`config.mk`:
```
export PLATFORM = sky130hd
export DESIGN_NAME = network_mac_pipe_mul_acc_flat
export DESIGN_NICKNAME = d
export VERILOG_FILES = /design/src/rtl/network_mac_pipe_mul_acc_if.sv /design/src/rtl/network_mac_pipe_mul_acc.sv /design/src/flat_wrapper.sv
export SDC_FILE = /design/constraint.sdc
export NUM_CORES = 1
export LEC_CHECK = 0
export BUFFER_PORTS_ARGS = -buffer_cell sky130_fd_sc_hd__buf_4
export CAP_MARGIN = 5
export CORE_ASPECT_RATIO = 1.5
export CORE_UTILIZATION = 45
export CTS_CLUSTER_SIZE = 16
export DETAILED_ROUTE_END_ITERATION = 16
export GPL_TIMING_DRIVEN = 0
export PLACE_DENSITY = 0.62
export SLEW_MARGIN = 20
export SYNTH_ARGS = -nofsm -noshare
export SYNTH_HDL_FRONTEND = slang
export SYNTH_SLANG_ARGS = --single-unit
```
`constraint.sdc`:
```
create_clock -name ap_clk -period 11.9 [get_ports ap_clk]
set_input_delay 0.595 -clock ap_clk [delete_from_list [all_inputs] [get_ports ap_clk]]
set_output_delay 0.595 -clock ap_clk [all_outputs]
set_load 0.01 [all_outputs]
```
`src/rtl/network_mac_pipe_mul_acc_if.sv`:
```
// Stream bundle for network_mac_pipe_mul_acc: operand beats in, saturated
// results out, each side with its own valid/ready pair.
interface network_mac_pipe_mul_acc_if #(
    parameter int DIN0_WIDTH = 16,
    parameter int DIN1_WIDTH = 12,
    parameter int DOUT_WIDTH = 16
);
    logic                  in_valid;
    logic                  in_ready;
    logic [DIN0_WIDTH-1:0] din0;
    logic [DIN1_WIDTH-1:0] din1;
    logic                  in_last;
    logic                  out_valid;
    logic                  out_ready;
    logic [DOUT_WIDTH-1:0] dout;
    logic                  dout_sat;

    modport master (
        output in_valid, din0, din1, in_last, out_ready,
        input  in_ready, out_valid, dout, dout_sat
    );

    modport slave (
        input  in_valid, din0, din1, in_last, out_ready,
        output in_ready, out_valid, dout, dout_sat
    );
endinterface

```
`src/rtl/network_mac_pipe_mul_acc.sv`:
```
// Pipelined signed x unsigned multiply-accumulate. Products of one packet
// (beats up to in_last) are summed, then shifted right by FRAC_SHIFT and
// saturated to DOUT_WIDTH. The whole pipe advances together unless ce is low
// or a finished result is waiting on downstream.
// Optional build macro NETWORK_MAC_PIPE_ROUND_EN: round-half-up before the
// shift instead of plain truncation toward -inf.
module network_mac_pipe_mul_acc #(
    parameter int DIN0_WIDTH = 16,
    parameter int DIN1_WIDTH = 12,
    parameter int ACC_WIDTH  = 40,
    parameter int DOUT_WIDTH = 16,
    parameter int FRAC_SHIFT = 10,
    parameter int NUM_STAGE  = 3
) (
    input  logic                        ap_clk,
    input  logic                        ap_rst,
    input  logic                        ce,
    network_mac_pipe_mul_acc_if.slave   s,
    output logic                        busy
);
    localparam int PW = DIN0_WIDTH + DIN1_WIDTH;

    localparam logic signed [ACC_WIDTH-1:0] SAT_MAX =
        {{(ACC_WIDTH-DOUT_WIDTH+1){1'b0}}, {(DOUT_WIDTH-1){1'b1}}};
    localparam logic signed [ACC_WIDTH-1:0] SAT_MIN =
        {{(ACC_WIDTH-DOUT_WIDTH+1){1'b1}}, {(DOUT_WIDTH-1){1'b0}}};
    // (1 << F) >> 1 gives 2^(F-1), and collapses to 0 when F is 0.
    localparam logic signed [ACC_WIDTH-1:0] RND_ADD =
        ({{(ACC_WIDTH-1){1'b0}}, 1'b1} << FRAC_SHIFT) >> 1;

    logic                           stall;
    logic signed [PW-1:0]           mul_a, mul_b, prod;
    logic [NUM_STAGE-1:0][PW-1:0]   prod_q;
    logic [NUM_STAGE-1:0]           vld_q, last_q;
    logic signed [PW-1:0]           p_tail;
    logic                           vld_tail, last_tail;
    logic signed [ACC_WIDTH-1:0]    acc_q, p_ext, acc_new, acc_rnd, acc_sh;
    logic                           first_q;
    logic                           out_valid_q, dout_sat_q, dout_sat_d;
    logic [DOUT_WIDTH-1:0]          dout_q, dout_d;

    assign stall      = !ce || (out_valid_q && !s.out_ready);
    assign s.in_ready = !stall;

    // Widen both operands to the exact product width; din1 is zero-extended,
    // so the product can never overflow PW bits.
    assign mul_a = {{DIN1_WIDTH{s.din0[DIN0_WIDTH-1]}}, s.din0};
    assign mul_b = {{DIN0_WIDTH{1'b0}}, s.din1};
    assign prod  = mul_a * mul_b;

    // Multiplier pipe: product, valid and last travel together.
    always_ff @(posedge ap_clk) begin
        if (ap_rst) begin
            prod_q <= '0;
            vld_q  <= '0;
            last_q <= '0;
        end else if (!stall) begin
            prod_q[0] <= prod;
            vld_q[0]  <= s.in_valid;
            last_q[0] <= s.in_last;
            for (int k = 1; k < NUM_STAGE; k++) begin
                prod_q[k] <= prod_q[k-1];
                vld_q[k]  <= vld_q[k-1];
                last_q[k] <= last_q[k-1];
            end
        end
    end

    assign p_tail    = prod_q[NUM_STAGE-1];
    assign vld_tail  = vld_q[NUM_STAGE-1];
    assign last_tail = last_q[NUM_STAGE-1];

    // Accumulate, optionally round, shift and clip the packet result.
    always_comb begin
        p_ext      = {{(ACC_WIDTH-PW){p_tail[PW-1]}}, p_tail};
        acc_new    = first_q ? p_ext : acc_q + p_ext;
`ifdef NETWORK_MAC_PIPE_ROUND_EN
        acc_rnd    = acc_new + RND_ADD;
`else
        acc_rnd    = acc_new;
`endif
        acc_sh     = acc_rnd >>> FRAC_SHIFT;
        dout_d     = acc_sh[DOUT_WIDTH-1:0];
        dout_sat_d = 1'b0;
        if (acc_sh > SAT_MAX) begin
            dout_d     = SAT_MAX[DOUT_WIDTH-1:0];
            dout_sat_d = 1'b1;
        end else if (acc_sh < SAT_MIN) begin
            dout_d     = SAT_MIN[DOUT_WIDTH-1:0];
            dout_sat_d = 1'b1;
        end
    end

    // Accumulator state; the first flag re-arms after each last beat.
    always_ff @(posedge ap_clk) begin
        if (ap_rst) begin
            acc_q   <= '0;
            first_q <= 1'b1;
        end else if (!stall && vld_tail) begin
            acc_q   <= acc_new;
            first_q <= last_tail;
        end
    end

    // Result register: when not stalled, either out_valid was 0 or it is
    // being drained this cycle, so loading a new result needs no bubble.
    always_ff @(posedge ap_clk) begin
        if (ap_rst) begin
            out_valid_q <= 1'b0;
            dout_q      <= '0;
            dout_sat_q  <= 1'b0;
        end else if (!stall) begin
            out_valid_q <= vld_tail && last_tail;
            if (vld_tail && last_tail) begin
                dout_q     <= dout_d;
                dout_sat_q <= dout_sat_d;
            end
        end
    end

    assign s.out_valid = out_valid_q;
    assign s.dout      = dout_q;
    assign s.dout_sat  = dout_sat_q;
    assign busy        = (|vld_q) || !first_q;
endmodule
```
`src/flat_wrapper.sv`:
```
// flat-port wrapper written by rule: the top's interface ports become plain ports
module network_mac_pipe_mul_acc_flat 
#(
    parameter int DIN0_WIDTH = 16,
    parameter int DIN1_WIDTH = 12,
    parameter int ACC_WIDTH  = 40,
    parameter int DOUT_WIDTH = 16,
    parameter int FRAC_SHIFT = 10,
    parameter int NUM_STAGE  = 3
)
  (ap_clk, ap_rst, ce, busy, s_in_valid, s_din0, s_din1, s_in_last, s_out_ready, s_in_ready, s_out_valid, s_dout, s_dout_sat);
  network_mac_pipe_mul_acc_if #(.DIN0_WIDTH(DIN0_WIDTH), .DIN1_WIDTH(DIN1_WIDTH), .DOUT_WIDTH(DOUT_WIDTH)) s_i ();
  input  logic ap_clk;
  input  logic ap_rst;
  input  logic ce;
  output logic busy;
  input wire logic [$bits(s_i.in_valid)-1:0] s_in_valid;
  input wire logic [$bits(s_i.din0)-1:0] s_din0;
  input wire logic [$bits(s_i.din1)-1:0] s_din1;
  input wire logic [$bits(s_i.in_last)-1:0] s_in_last;
  input wire logic [$bits(s_i.out_ready)-1:0] s_out_ready;
  output wire logic [$bits(s_i.in_ready)-1:0] s_in_ready;
  output wire logic [$bits(s_i.out_valid)-1:0] s_out_valid;
  output wire logic [$bits(s_i.dout)-1:0] s_dout;
  output wire logic [$bits(s_i.dout_sat)-1:0] s_dout_sat;
  assign s_i.in_valid = s_in_valid;
  assign s_i.din0 = s_din0;
  assign s_i.din1 = s_din1;
  assign s_i.in_last = s_in_last;
  assign s_i.out_ready = s_out_ready;
  assign s_in_ready = s_i.in_ready;
  assign s_out_valid = s_i.out_valid;
  assign s_dout = s_i.dout;
  assign s_dout_sat = s_i.dout_sat;
  network_mac_pipe_mul_acc #(.DIN0_WIDTH(DIN0_WIDTH), .DIN1_WIDTH(DIN1_WIDTH), .ACC_WIDTH(ACC_WIDTH), .DOUT_WIDTH(DOUT_WIDTH), .FRAC_SHIFT(FRAC_SHIFT), .NUM_STAGE(NUM_STAGE)) u_core (.ap_clk(ap_clk), .ap_rst(ap_rst), .ce(ce), .s(s_i), .busy(busy));
endmodule
```
==> results_dict.tcl, run 1 <==
set metrics [dict create \
    insertion_delay_ns 0.44 \
    drtAntennaViolNets 0 \
    antenna_found_initial 1 \
    rsz0062_at_grt "false" \
    final_cell_mix "nand2_1 (331), inv_1 (252), fa_1 (176)" \
    grt_pass1_wl_um 68400 \
    firstDrtPassIters 5 \
    whs_endpoint "u_core.last_q[0]$_SDFFE_PP0P_" \
    drv_cap 0 \
    numCtsBuffers 17 \
    vias_per_cell 5.42 \
    slew_headroom_pct 40.2 \
    p_total_mw 3.49 \
    finalWorstSetupSlack_ns 5.53 \
    finalNetCount 2259 \
    use_met2_pct 51.9 \
    synth_nets 2188 \
    crit_required_ns 12.27 \
    ys_seq_area_share_pct 19.7 \
    wl_per_cell_um 18.1 \
    ir_worst_vdd_v 0.000108 \
    crit_start "s_din1[6]" \
    fp.dieW_um 152 \
    slew_viol_final 0 \
    worst_slew_pin_slew_ns 0.891 \
    avgSynthCellArea_um2 8.07 \
    synth_cell_types 75 \
    place.gp.congestion 0.935 \
    placementRows 81 \
    top_usage_layer "met2" \
    tritoncts "done" \
    utilization_pct 50.6 \
    cts_resized 0 \
    io_buffers 52 \
    grt_max_degree 17 \
    die_h_um 227 \
    fmax_ghz 0.157 \
    min_from "s_in_last" \
    fp.coreArea_um2 32800 \
    rr_startpoint "u_core.p_tail[1]$_SDFFE_PP0P_" \
    cp-start-kind "input pin" \
    setup_viol 0 \
    use_met3_pct 2.98 \
    hold_depth 3 \
    track_usage_pct 26.2 \
    status "finished, final reports clean" \
    die_area_um2 34400 \
    layout_min_cycle_time_ns 6.37 \
    rrSetupSlack_ns 7.11 \
    worst-r2r-cell-count 12 \
    synth_edf_count 0 \
    rr_endpoint "u_core.s.dout[1]$_SDFFE_PP0P_" \
    hold_viol_final 0 \
    drc_errors 0 \
    yosysWarnings 0 \
    clock_skew_ns 0.0101 \
    dp_worst_setup_slack_ns 5.15 \
    vias 12900 \
    clk_root_buffer_cell "clkbuf_16" \
    totalWireLength_um 42900 \
    met1_usage_pct 25.4 \
    setup_tns_ns 0 \
    hold_buffers 0 \
    grt_pass1_vias 13400 \
    synth_ff_type "dfxtp_1" \
    synthToLayoutAreaGrowth_pct 9.93 \
    cts.clk_slew.worst_paths_ns 0.06 \
    hpwlAfterDp_um 36200 \
    grt_overflow 0 \
    cp_max_fo 10 \
    cts_setup_buffers 0 \
    p_leak_nw 7.53 \
    endpoint_kind "flip-flop" \
    cts_sinks 149 \
    hp-class "input pin to flip-flop" \
    ys_ff_latch 149 \
    start_util_pct 46.1 \
    setup.worst_path.class "input pin to flip-flop" \
    drive_above_1_share_pct 6.18 \
    drt-initial-drc-count 468 \
    ios 54 \
    clockBufferDepth 2 \
    cp.arrival_ns 6.74 \
    async_flop_share_pct 0 \
    power-per-cell-area_nw_per_um2 210 \
    h-tree-depth 4 \
    timing.final.crit_share_pct 53.6 \
    netlist_area_um2 15100 \
    final_common_cell "nand2_1" \
    netlist_instances 1875 \
]
[routing by layer]
metal,wire length [um],vias up
met4,2370,0
met5,0,-
li1,-,6281
met2,24100,260
met1,15200,6226
met3,1220,112
[power breakdown]
| group | internal (mW) | switching, mW | total [mW] |
|---|---|---|---|
| Combinational | 0.980 | 1.40 | 2.38 |
| Clock | 0.303 | 0.242 | 0.546 |
| Sequential | 0.547 | 0.0227 | 0.569 |
[flip-flops by register name, summed over array words and instances (netlist names)]
name                flops
u_core.prod_q          56
u_core.s.out_valid      1
u_core.last_q           3
u_core.vld_q            3
u_core.first_q          1
u_core.s.dout_sat       1
u_core.s.dout          16
u_core.acc_q           40
u_core.p_tail          28
[critical path, cell delays in order]
cell      delay [ns]
buf_4           0.17
clkbuf_1        0.43
nand2_1         0.16
fa_1            0.56
inv_1           0.05
fa_1            0.50
inv_1           0.05
fa_1            0.47
inv_1           0.05
fa_1            0.53
inv_1           0.06
fa_1            0.54
inv_1           0.04
ha_1            0.37
nor2b_1         0.16
o21ai_0         0.36
a31oi_1         0.29
a211oi_1        0.46
o31ai_1         0.17
xnor2_1         0.44
nand2_1         0.13
a21oi_1         0.15
[cell type report]
cell class,instances,area [um^2]
clock inverters,14,150
diodes,1,2.50
clock buffers,18,439
repair buffers,52,390
plain buffers,95,384
flip-flops and latches,149,2980
multi-input cells,1378,10800
well taps,415,519
fillers,3314,16200
inverters,253,950
[logic make-up after synthesis]
| family | Yosys count | synth area share [%] |
|---|---|---|
| compound gates | 382 | 16.3 |
| xor+xnor | 44 | 2.55 |
| fa+ha+maj | 279 | 31.8 |
| buf+inv | 348 | 8.82 |
| flops | 149 | 19.7 |
| mux | 8 | 0.538 |
| simple gates | 665 | 20.3 |
[synth_stat cells (5+ instances only)]
master    count  area share, %
a21o_1       24            1.2
o211ai_1     18           0.89
and4_1        6           0.35
o21ai_1       5           0.17
a21oi_1     149            4.9
nor3_1       39            1.3
nor2_1       93            2.3
nand2b_1      5           0.21
a221o_2       7           0.52
dfxtp_1     149             20
xnor2_1      29            1.7
a221o_1       9           0.60
or2_2         5           0.21
nand4_1      11           0.46
buf_1         5           0.12
inv_1       252            6.3
fa_1        176             23
o21a_1       14           0.69
nor2b_1       8           0.33
xor2_1       15           0.87
a31oi_1       8           0.33
o21bai_1      9           0.45
o31ai_1       6           0.30
and2_1      106            4.4
or3_1         9           0.37
a211oi_1     21            1.0
nand2_1     331            8.2
nand3_1      24           0.79
and3_1        9           0.37
clkbuf_1     81            2.0
o21ai_0      68            2.3
mux2i_1       7           0.46
ha_1        103            8.5
[per-stage QoR]
step,hold WS (ns),cell area [um^2],cells
after detailed placement,0.443,16000,2342
after global placement,0.438,16000,2342
final,0.413,16600,2375
after global routing,0.417,16600,2374
after CTS,0.404,16600,2374
after floorplan,0.427,15100,1875
[worst max path at each step]
stage	endpoint	slack [ns]	depth (start not counted)
final	u_core.prod_q[27]$_SDFFE_PP0P_	5.53	22
after global routing	u_core.prod_q[27]$_SDFFE_PP0P_	5.32	22
after CTS	u_core.prod_q[27]$_SDFFE_PP0P_	5.59	22
after detailed placement	u_core.prod_q[27]$_SDFFE_PP0P_	5.15	22
after global placement	u_core.prod_q[27]$_SDFFE_PP0P_	5.23	22
after floorplan	u_core.prod_q[25]$_SDFFE_PP0P_	6.29	21
(Power assumes the default switching activity.)
==> inputs of run 2 (changes only) <==
--- a/config.mk
+++ b/config.mk
@@ -5,6 +5,7 @@
 export SDC_FILE = /design/constraint.sdc
 export NUM_CORES = 1
 export LEC_CHECK = 0
+export ABC_AREA = 1
 export BUFFER_PORTS_ARGS = -buffer_cell sky130_fd_sc_hd__buf_4
 export CAP_MARGIN = 5
 export CORE_ASPECT_RATIO = 1.5
@@ -12,7 +13,7 @@
 export CTS_CLUSTER_SIZE = 16
 export DETAILED_ROUTE_END_ITERATION = 16
 export GPL_TIMING_DRIVEN = 0
-export PLACE_DENSITY = 0.62
+export PLACE_DENSITY = 0.64
 export SLEW_MARGIN = 20
 export SYNTH_ARGS = -nofsm -noshare
 export SYNTH_HDL_FRONTEND = slang
==> constraint.sdc (replaced) <==
create_clock -name ap_clk -period 5.7 [get_ports ap_clk]
set_input_delay 0.285 -clock ap_clk [delete_from_list [all_inputs] [get_ports ap_clk]]
set_output_delay 0.285 -clock ap_clk [all_outputs]
set_load 0.01 [all_outputs]
==> results_dict.tcl, run 2 <==
set metrics [dict create \
    status "finished, final reports clean" \
    cpPeakStageDelay_ns 0.55 \
    fp.coreArea_um2 35200 \
    grt_pass1_wl_um 76700 \
    slew_viol_final 0 \
    grt_overflow 0 \
    grt_max_degree 17 \
    die_h_um 234 \
    synth.most_common_cell "nand2_1" \
    critPathMostFrequentCell "inv_1" \
    netlist_top_cells_count "nand2_1 (561), inv_1 (546), nor2_1 (181)" \
    p_sw_mw 3.91 \
    place.gp.congestion 0.970 \
    numCtsBuffers 17 \
    hold_slack_ns 0.103 \
    slew_headroom_pct 39.2 \
    setup_viol 0 \
    synth_ff_type "dfxtp_1" \
    largest-register "u_core.prod_q" \
    drc_errors 0 \
    cp_max_fo 10 \
    endpoint_kind "flip-flop" \
    fp.dieW_um 157 \
    io_buffers 40 \
    synth_edf_count 0 \
    clock_skew_ns 0.0153 \
    drive_above_1_share_pct 6.56 \
    cp-start-kind "input pin" \
    cts_sinks 149 \
    timing.final.crit_share_pct 94.2 \
    netSwitchingFraction_pct 50.4 \
    ys_seq_area_share_pct 18.5 \
    yosysTopAreaCellShare_pct 21.8 \
    diodes 0 \
    synth_top_cell_by_area "fa_1" \
    drt-initial-drc-count 610 \
    hpwlAfterDp_um 41900 \
    worst_slew_pin_slew_ns 0.911 \
    crit_required_ns 6.03 \
    power_frac_comb_pct 68.9 \
    cp.arrival_ns 5.70 \
    avgSynthCellArea_um2 6.87 \
    synthToLayoutAreaGrowth_pct 9.72 \
    hold_buffers 0 \
    grt_pass1_vias 14800 \
    synth_nets 2664 \
    ir_worst_vdd_v 0.000289 \
    tritoncts "done" \
    placementRows 84 \
    synth_top_cells_by_area "fa_1 (22%), dfxtp_1 (18%), nand2_1 (13%)" \
    multiInputGateArea_um2 10700 \
    firstDrtPassIters 5 \
    netlist_area_um2 16100 \
    ys_ff_latch 149 \
    vias 14400 \
    p_leak_nw 9.88 \
    clockBufferDepth 2 \
    vias_per_cell 4.98 \
    register_area_um2 2980 \
    finalNetCount 2724 \
    fillers 3665 \
    cp_cell_sequence "clkbuf_1 > clkbuf_2 > nand2_1 > fa_1 > inv_1 > ha_1 > inv_1 > fa_1 > inv_1 > fa_1 > inv_1 > fa_1 > inv_1 > ha_1 > a21oi_1 > nand2_1 > a21oi_1 > o21ai_0 > a211oi_1 > xnor2_1 > o21ai_0 > inv_1" \
    rsz0062_at_grt "false" \
    cts.clk_slew.worst_paths_ns 0.06 \
    hp-class "input pin to flip-flop" \
    yosysWarnings 0 \
    p_int_mw 3.84 \
    clockPowerShare_pct 15.3 \
    power-per-cell-area_nw_per_um2 438 \
    p_total_mw 7.75 \
    largest_reg_flops 56 \
    track_usage_pct 28.0 \
    clk_root_buffer_cell "clkbuf_16" \
    hold_viol_final 0 \
    drtAntennaViolNets 0 \
    fmax_ghz 0.186 \
    start_util_pct 45.9 \
    final_common_cell "nand2_1" \
    final_cell_mix "nand2_1 (561), inv_1 (545), nor2_1 (181)" \
    wl_per_cell_um 16.9 \
    ios 54 \
    totalWireLength_um 48900 \
    drv_cap 0 \
    layout_min_cycle_time_ns 5.37 \
    async_flop_share_pct 0 \
    antenna_found_initial 0 \
    h-tree-depth 4 \
    netlist_instances 2351 \
    crit_slowest_cell "fa_1" \
    die_area_um2 36700 \
    seq_power_share_pct 15.8 \
    insertion_delay_ns 0.45 \
    setup.worst_path.class "input pin to flip-flop" \
    synth_cell_types 40 \
]
run 2: changes by cell type after synthesis, moves of 12 or more:
cell,change
and2_1,-104
nor3_1,-37
a21o_1,-18
nand2_2,+12
inv_1,+294
nand2_1,+230
a211oi_1,-19
o21a_1,-12
nand3_2,+14
nor2_1,+88
o21ai_0,+83
nand3_1,+59
run 2: logic make-up after synthesis:
group	after synthesis	synth area share (%)
AO/OA/AOI/OAI	346	11.6
XOR/XNOR	41	2.22
adder cells (fa/ha/maj)	279	29.8
buffers and inverters	648	15.2
flip-flops	149	18.5
AND/OR/NAND/NOR	888	22.7
run 2: cell type report:
class / instances / area share [%]
flip-flops and latches: 149 / 16.8
clock buffers: 19 / 2.50
repair buffers: 42 / 1.78
multi-input cells: 1554 / 60.6
inverters: 551 / 11.7
plain buffers: 96 / 2.32
well taps: 473 / 3.34
clock inverters: 13 / 0.946
run 2: worst paths after layout:
kind	from	end	slack [ns]	cells past startpoint
setup / recovery	s_din1[8]	u_core.prod_q[18]$_SDFFE_PP0P_	0.33	22
hold / removal	s_in_last	u_core.last_q[0]$_SDFFE_PP0P_	0.10	3
setup reg to reg	u_core.p_tail[27]$_SDFFE_PP0P_	u_core.s.dout[10]$_SDFFE_PP0P_	1.79	17
hold reg to reg	u_core.prod_q[7]$_SDFFE_PP0P_	u_core.prod_q[35]$_SDFFE_PP0P_	0.46	2
run 2: power by group through the flow:
stage                     Clock, mW  Combinational (mW)  Sequential [mW]
after floorplan                   0                3.91             1.23
after global placement            0                5.10             1.25
after detailed placement          0                5.21             1.25
after CTS                      1.20                5.23             1.23
after global routing           1.24                5.99             1.24
final                          1.18                5.34             1.23
run 2: critical path: cells and delay by family:
family / cells / cell delay, ns
XOR/XNOR: 1 / 0.19
adder cells (fa/ha/maj): 6 / 2.74
buffers and inverters: 8 / 1.13
AO/OA/AOI/OAI: 5 / 1.11
AND/OR/NAND/NOR: 2 / 0.22
run 2: per-stage QoR:
stage	instances	area [um^2]	TNS, ns	setup WS, ns	utilization, %
floorplan	2351	16100	0	0.479	-
global placement	2864	17000	-7.08	-0.694	48.4
detailed placement	2864	17000	-8.26	-0.777	48.4
CTS	2896	17700	0	0.0630	50.2
global route	2897	17700	0	0.0732	50.3
finish	2897	17700	0	0.333	50.3
run 2: layer usage:
layer,track usage (%),vias to the layer above,part of all wire (%)
li1,-,7192,-
met1,25.1,6800,34
met2,56.2,288,55
met3,2.81,145,2.4
met4,21.3,0,8.1
met5,0,-,0
run 2: what timing repair did:
| action | CTS | global route |
|---|---|---|
| setup endpoints to repair | 10 | 12 |
| resized for setup | 8 | 27 |
| buffers inserted | 0 | 2 |
